**config.mk**
```make
export PLATFORM = sky130hd
export DESIGN_NAME = led_ctrl
export DESIGN_NICKNAME = d
export VERILOG_FILES = /design/src/rtl/led_ctrl.sv
export SDC_FILE = /design/constraint.sdc
export NUM_CORES = 1
export LEC_CHECK = 0
export CAP_MARGIN = 20
export CORE_ASPECT_RATIO = 0.7
export CORE_MARGIN = 1
export CORE_UTILIZATION = 45
export CTS_BUF_LIST = sky130_fd_sc_hd__clkbuf_4 sky130_fd_sc_hd__clkbuf_8 sky130_fd_sc_hd__clkbuf_16
export DETAILED_ROUTE_END_ITERATION = 8
export PLACE_DENSITY = 0.71
export SLEW_MARGIN = 40
export SYNTH_ARGS = -nofsm -noshare
export SYNTH_HDL_FRONTEND = slang
export SYNTH_SLANG_ARGS = --single-unit
```
**constraint.sdc**
```tcl
create_clock -name clk -period 2.5 [get_ports clk]
set_clock_uncertainty 0.15 [all_clocks]
set_input_delay 0.5 -clock clk [delete_from_list [all_inputs] [get_ports clk]]
set_output_delay 0.5 -clock clk [all_outputs]
set_load 0.01 [all_outputs]
```
**src/rtl/led_ctrl.sv**
```systemverilog
// led_ctrl: bus-mapped LED sequencer (off/on/blink/PWM) with a debounced, latched button.
// Define LED_CTRL_PWM_EN to build the PWM counter and duty register; otherwise mode 11 acts as mode 01.
//
// state     | meaning
// ST_IDLE   | bus_ready high, waiting for a request
// ST_RESP   | response cycle, rsp_valid high, no new request accepted
module led_ctrl #(
   parameter int DEBOUNCE_CYCLES = 16
) (
   input  logic        clk,
   input  logic        reset_,
   input  logic        bus_valid,
   output logic        bus_ready,
   input  logic        bus_wr,
   input  logic [4:0]  bus_addr,
   input  logic [31:0] bus_wdata,
   output logic        rsp_valid,
   output logic [31:0] rsp_rdata,
   input  logic        button,
   output logic        led0,
   output logic        led1,
   output logic        led2
);

   localparam logic [0:0] ST_IDLE = 1'b0;
   localparam logic [0:0] ST_RESP = 1'b1;

   localparam int DBW = $clog2(DEBOUNCE_CYCLES);
   localparam logic [DBW-1:0] DB_LAST = DBW'(DEBOUNCE_CYCLES - 1);

   logic [0:0]  state_q, state_d;
   logic [31:0] rsp_rdata_q;
   logic [5:0]  ctrl_q;
   logic [15:0] prescale_q;
   logic [7:0]  blink_q;
   logic [15:0] psc_q;
   logic [7:0]  blink_cnt_q;
   logic        phase_q;
   logic        sync1_q, sync2_q;
   logic        level_q;
   logic        sticky_q;
   logic [DBW-1:0] db_cnt_q;
   logic [2:0]  led_q, led_d;
   logic [2:0]  pwm_on;
   logic [31:0] rdata;
   logic [2:0]  reg_sel;
   logic        accept, wr_en, tick, db_done, press;
   logic        wr_ctrl, wr_prescale, wr_blink, wr_btn;
   logic        unused_bits;

   assign bus_ready = (state_q == ST_IDLE);
   assign rsp_valid = (state_q == ST_RESP);
   assign rsp_rdata = rsp_rdata_q;
   assign accept    = bus_valid & bus_ready;
   assign wr_en     = accept & bus_wr;
   assign reg_sel   = bus_addr[4:2];

   assign wr_ctrl     = wr_en && (reg_sel == 3'd0);
   assign wr_prescale = wr_en && (reg_sel == 3'd1);
   assign wr_blink    = wr_en && (reg_sel == 3'd2);
   assign wr_btn      = wr_en && (reg_sel == 3'd4);

   assign unused_bits = ^{bus_addr[1:0], bus_wdata[31:16]};

   always_comb begin
      state_d = state_q;
      case (state_q)
         ST_IDLE: if (bus_valid) state_d = ST_RESP;
         ST_RESP: state_d = ST_IDLE;
      endcase
   end

   always_ff @(posedge clk or negedge reset_) begin
      if (!reset_) begin
         state_q     <= ST_IDLE;
         rsp_rdata_q <= '0;
      end else begin
         state_q     <= state_d;
         rsp_rdata_q <= (accept && !bus_wr) ? rdata : 32'd0;
      end
   end

   always_ff @(posedge clk or negedge reset_) begin
      if (!reset_) begin
         ctrl_q     <= '0;
         prescale_q <= '0;
         blink_q    <= '0;
      end else begin
         if (wr_ctrl)     ctrl_q     <= bus_wdata[5:0];
         if (wr_prescale) prescale_q <= bus_wdata[15:0];
         if (wr_blink)    blink_q    <= bus_wdata[7:0];
      end
   end

   // Prescaler: tick while the down-counter sits at zero.
   assign tick = (psc_q == 16'd0);

   always_ff @(posedge clk or negedge reset_) begin
      if (!reset_) begin
         psc_q <= '0;
      end else if (wr_prescale) begin
         psc_q <= bus_wdata[15:0];
      end else if (tick) begin
         psc_q <= prescale_q;
      end else begin
         psc_q <= psc_q - 16'd1;
      end
   end

   always_ff @(posedge clk or negedge reset_) begin
      if (!reset_) begin
         blink_cnt_q <= '0;
         phase_q     <= 1'b0;
      end else if (wr_blink) begin
         blink_cnt_q <= '0;
         phase_q     <= 1'b0;
      end else if (tick) begin
         if (blink_cnt_q == blink_q) begin
            blink_cnt_q <= '0;
            phase_q     <= ~phase_q;
         end else begin
            blink_cnt_q <= blink_cnt_q + 8'd1;
         end
      end
   end

`ifdef LED_CTRL_PWM_EN
   logic [23:0] pwm_q;
   logic [7:0]  pwm_cnt_q;
   logic        wr_pwm;

   assign wr_pwm = wr_en && (reg_sel == 3'd3);

   always_ff @(posedge clk or negedge reset_) begin
      if (!reset_) begin
         pwm_q     <= '0;
         pwm_cnt_q <= '0;
      end else begin
         if (wr_pwm) pwm_q <= bus_wdata[23:0];
         if (tick)   pwm_cnt_q <= pwm_cnt_q + 8'd1;
      end
   end

   assign pwm_on = {pwm_cnt_q < pwm_q[23:16], pwm_cnt_q < pwm_q[15:8], pwm_cnt_q < pwm_q[7:0]};
`else
   assign pwm_on = 3'b111;
`endif

   always_comb begin
      rdata = '0;
      case (reg_sel)
         3'd0: rdata = {26'd0, ctrl_q};
         3'd1: rdata = {16'd0, prescale_q};
         3'd2: rdata = {24'd0, blink_q};
`ifdef LED_CTRL_PWM_EN
         3'd3: rdata = {8'd0, pwm_q};
`endif
         3'd4: rdata = {30'd0, sticky_q, level_q};
         default: rdata = '0;
      endcase
   end

   always_comb begin
      led_d = '0;
      for (int i = 0; i < 3; i++) begin
         case (ctrl_q[2*i +: 2])
            2'b00:   led_d[i] = 1'b0;
            2'b01:   led_d[i] = 1'b1;
            2'b10:   led_d[i] = phase_q;
            default: led_d[i] = pwm_on[i];
         endcase
      end
   end

   always_ff @(posedge clk or negedge reset_) begin
      if (!reset_) led_q <= '0;
      else         led_q <= led_d;
   end

   assign led0 = led_q[0];
   assign led1 = led_q[1];
   assign led2 = led_q[2];

   // Debounce: the level only follows the synced pin after DEBOUNCE_CYCLES disagreeing samples in a row.
   assign db_done = (sync2_q != level_q) && (db_cnt_q == DB_LAST);
   assign press   = db_done && sync2_q;

   always_ff @(posedge clk or negedge reset_) begin
      if (!reset_) begin
         sync1_q  <= 1'b0;
         sync2_q  <= 1'b0;
         level_q  <= 1'b0;
         db_cnt_q <= '0;
      end else begin
         sync1_q <= button;
         sync2_q <= sync1_q;
         if (db_done) begin
            level_q  <= sync2_q;
            db_cnt_q <= '0;
         end else if (sync2_q != level_q) begin
            db_cnt_q <= db_cnt_q + 1'b1;
         end else begin
            db_cnt_q <= '0;
         end
      end
   end

   always_ff @(posedge clk or negedge reset_) begin
      if (!reset_) begin
         sticky_q <= 1'b0;
      end else if (press) begin
         sticky_q <= 1'b1;
      end else if (wr_btn && bus_wdata[1]) begin
         sticky_q <= 1'b0;
      end
   end

endmodule
```
==> Implementation_results.wiki <==
{| class="wikitable"
! Metric !! Value
|-
| Wire length of the first global-routing pass || 14600 um
|-
| I/O pins || 79
|-
| Count of input and output buffers || 44
|-
| Maximum Capacitance Violations || 0
|-
| Share of cells above drive strength 1 || 11.2%
|-
| H-tree levels || 3
|-
| Number of clock sinks || 83
|-
| Reg clk slew, reported paths || 0.06 ns
|-
| Commonest non-fill, non-tap cells in the layout || sky130_fd_sc_hd__nand2_1 (98), sky130_fd_sc_hd__dfrtp_1 (83), sky130_fd_sc_hd__clkdlybuf4s50_1 (43)
|-
| Power per unit of standard cell area || 865 nW/um^2
|-
| Number of antenna cells inserted || 0
|-
| DRC || 0
|-
| EDFF count, synth || 0
|-
| CP bufs+invs || 2
|-
| Via density per instance || 5.16
|-
| Mean instance size in the synthesized netlist || 9.80 sq um
|-
| Maximum buffer depth of the clock tree || 2
|-
| Maximum net fanout on the critical path || 10
|-
| Leakage component of the power || 2.30 nW
|-
| Data required time of the worst path || 2.57 ns
|-
| Hold violation count in the final report || 0
|-
| Biggest cell delay along the critical path || 0.41 ns
|-
| Cell Chain, Critical Path || inv_1 -> ha_1 -> nor4b_1 -> nand4_1 -> buf_4 -> nor2_1 -> a21oi_1 -> mux2_2
|-
| Synthesis Warnings || 0
|-
| Worst hold margin || 0.0190 ns
|-
| Arrival time at the worst endpoint || 2.29 ns
|-
| Total number of placement rows || 28
|-
| Length of routed wiring on met1 || 4240 um
|-
| Kind of end point of the critical path || register
|-
| Weighted congestion reported at the end of routability-driven placement || 0.813
|-
| Slowest library cell on the worst path || sky130_fd_sc_hd__dfrtp_1
|-
| Cells resized by post-CTS repair || 0
|-
| All-Layer GR Usage || 20.9%
|-
| Clock buffer count from CTS || 9
|-
| Number of setup buffers added after CTS || 0
|-
| Die Y || 81.4 um
|-
| Post-synthesis async set-or-reset flop share || 100%
|-
| Worst hold path type || in2async
|-
| VDD IR max || 0.000503 V
|-
| Period utilization || 88.8%
|-
| Average detailed-routed wire length per instance || 14.7 um
|-
| GRT overflow || 0
|-
| Type of origin of the critical path || register
|-
| Clock Latency Late Sink || 0.33 ns
|-
| Dominant register cell in the synthesized netlist || sky130_fd_sc_hd__dfrtp_1
|-
| Crit path time final || 2.22 ns
|-
| Relative max-transition margin || 54.0%
|-
| Number of pins with negative max-slew slack in the final report || 0
|-
| Initial antenna violation count || 0
|-
| Final setup violation count || 0
|-
| Post-synthesis cell area || 4050 sq um
|-
| Measured slew at the worst slew-check pin || 0.684 ns
|-
| Highest routed layer || met4
|-
| Clk Tree Root Cell || sky130_fd_sc_hd__clkbuf_16
|-
| P&R area growth vs syn || 21.1%
|-
| Routed WL || 8680 um
|-
| Post-synthesis cell type count || 54
|-
| Clock tree from TritonCTS || done
|-
| Final std cells w/o fill || 592
|-
| Layout net count || 515
|-
| Non-Filler Cell Area, Final || 4900 sq um
|-
| Pre-Repair DR Iteration Count || 4
|-
| Count of vias placed by the detailed router || 3053
|-
| Post-route antenna net violation count || 0
|-
| Run status || finished clean
|-
| Placed cell count || 578
|-
| CTS Hold Bufs || 0
|-
| Most common cell after layout, fill and taps aside || sky130_fd_sc_hd__nand2_1
|-
| Initial DRC Count || 132
|-
| Detail Placement HPWL || 6230 um
|-
| Unrepaired setup endpoints after global routing || false
|-
| Top Family by Delay on Critical Path || simple AND/OR/NAND/NOR gates
|-
| Maximum frequency from static timing analysis || 451 MHz
|-
| Placement Cell Area || 4620 sq um
|-
| Post-synthesis sequential area ratio || 51.3%
|-
| Met2 wire length || 3850 um
|-
| Core Region || 8580 sq um
|-
| Pin count of the biggest net entering global routing || 47
|-
| Effective utilization at floorplan || 47.2%
|-
| Area enclosed by the die boundary || 9390 sq um
|-
| Register bit total from synthesis || 83
|-
| Die W || 115 um
|-
| Post-route setup TNS || 0 ns
|-
| Met3 Wirelength || 486 um
|-
| Number of global-route vias before repair || 3043
|-
| Category of the critical setup timing path || reg2reg
|-
| Gate count of the mapped netlist || 413
|}
-- report_power, final --
part / switching (mW) / internal, mW / leakage [nW]
sequential: 0.328 / 1.62 / 1.06
combinational: 0.501 / 0.508 / 1.10
clock: 0.483 / 0.796 / 0.145
total: 1.31 / 2.93 / 2.30
-- final cells by class --
cell class                 instances  area, sq um
clock buffer                      11          246
clock inverter                     3         40.0
fill                             771         3680
inverter                           6         22.5
multi-input combinational        309         1810
sequential                        83         2080
tap                              120          150
timing repair buffer              60          558
-- registers in the layout, indices dropped and copies added (netlist names) --
name	count
rsp_rdata	16
blink_q	8
sticky_q	1
prescale_q	16
phase_q	1
ctrl_q	6
blink_cnt_q	8
led_q	3
rsp_valid	1
level_q	1
sync1_q	1
sync2_q	1
psc_q	16
db_cnt_q	4
-- cell usage after synthesis (2+ instances only) --
| master | n | share of area [%] |
|---|---|---|
| sky130_fd_sc_hd__a22oi_1 | 2 | 0.37 |
| sky130_fd_sc_hd__buf_2 | 4 | 0.49 |
| sky130_fd_sc_hd__nor2b_1 | 5 | 0.77 |
| sky130_fd_sc_hd__or2_2 | 2 | 0.31 |
| sky130_fd_sc_hd__a21oi_1 | 13 | 1.6 |
| sky130_fd_sc_hd__and2_1 | 11 | 1.7 |
| sky130_fd_sc_hd__nor4_2 | 2 | 0.62 |
| sky130_fd_sc_hd__o2bb2a_1 | 2 | 0.49 |
| sky130_fd_sc_hd__inv_1 | 6 | 0.56 |
| sky130_fd_sc_hd__ha_1 | 4 | 1.2 |
| sky130_fd_sc_hd__mux2i_1 | 6 | 1.5 |
| sky130_fd_sc_hd__a21o_1 | 7 | 1.3 |
| sky130_fd_sc_hd__buf_4 | 16 | 3.0 |
| sky130_fd_sc_hd__nand4_1 | 6 | 0.93 |
| sky130_fd_sc_hd__dfrtp_1 | 83 | 51 |
| sky130_fd_sc_hd__nand2b_1 | 3 | 0.46 |
| sky130_fd_sc_hd__o21ai_1 | 4 | 0.49 |
| sky130_fd_sc_hd__nor3_1 | 2 | 0.25 |
| sky130_fd_sc_hd__o221ai_1 | 8 | 1.7 |
| sky130_fd_sc_hd__nand4b_1 | 4 | 0.87 |
| sky130_fd_sc_hd__o41ai_1 | 2 | 0.43 |
| sky130_fd_sc_hd__nor2_1 | 34 | 3.2 |
| sky130_fd_sc_hd__mux2_2 | 8 | 2.2 |
| sky130_fd_sc_hd__o21ai_0 | 14 | 1.7 |
| sky130_fd_sc_hd__o2bb2ai_1 | 3 | 0.65 |
| sky130_fd_sc_hd__clkbuf_1 | 7 | 0.65 |
| sky130_fd_sc_hd__nand2_1 | 98 | 9.1 |
| sky130_fd_sc_hd__xnor2_1 | 21 | 4.5 |
| sky130_fd_sc_hd__nand3_1 | 11 | 1.4 |
-- layer usage --
layer  vias to the layer above  track usage (%)
li1                       1476                -
met1                      1488             28.7
met2                        81             32.0
met3                         8             5.75
met4                         0             7.27
met5                         -                0
-- cell families (layout without fill, tap and decap cells) --
group	Yosys count	after routing	synth area share, %
other	1	16	0.0926
and+or+nand+nor	191	191	23.3
xor gates and xnor gates	22	22	4.76
DFF	83	83	51.3
AOI/OAI and AO/OA	62	62	10.2
muxes	14	14	3.71
adders and majority gates	4	4	1.24
buffers and inverters	36	80	5.38
-- worst register-to-register path: stages, from the launching register on --
cell	delay, ns
sky130_fd_sc_hd__dfrtp_1	0.41
sky130_fd_sc_hd__inv_1	0.12
sky130_fd_sc_hd__ha_1	0.24
sky130_fd_sc_hd__nor4b_1	0.30
sky130_fd_sc_hd__nand4_1	0.24
sky130_fd_sc_hd__buf_4	0.26
sky130_fd_sc_hd__nor2_1	0.09
sky130_fd_sc_hd__a21oi_1	0.04
sky130_fd_sc_hd__mux2_2	0.25
-- metrics by stage --
stage          worst slack (ns)  utilization, %  power [mW]
2_1_floorplan             0.535               -        2.66
3_3_place_gp              0.182            53.8        2.92
3_5_place_dp              0.106            53.8        2.97
4_1_cts                   0.268            57.1        4.28
5_1_grt                  0.0493            57.1        4.50
6_report                  0.281            57.1        4.24
-- path summary, 6_finish.rpt --
check                              startpoint                 endpoint  slack [ns]  depth (start not counted)
max                        psc_q[0]$_DFF_PN0_       psc_q[1]$_DFF_PN0_        0.28                          8
min                                    reset_  rsp_rdata[11]$_DFF_PN0_        0.02                          1
max reg2reg                psc_q[0]$_DFF_PN0_       psc_q[1]$_DFF_PN0_        0.28                          8
min reg2reg                 sync1_q$_DFF_PN0_        sync2_q$_DFF_PN0_        0.20                          0
max in group asynchronous              reset_   blink_q[7]$_DFFE_PN0P_        1.48                          2
min in group clk            sync1_q$_DFF_PN0_        sync2_q$_DFF_PN0_        0.20                          0
Note: power is estimated with default switching activity, not from simulation.
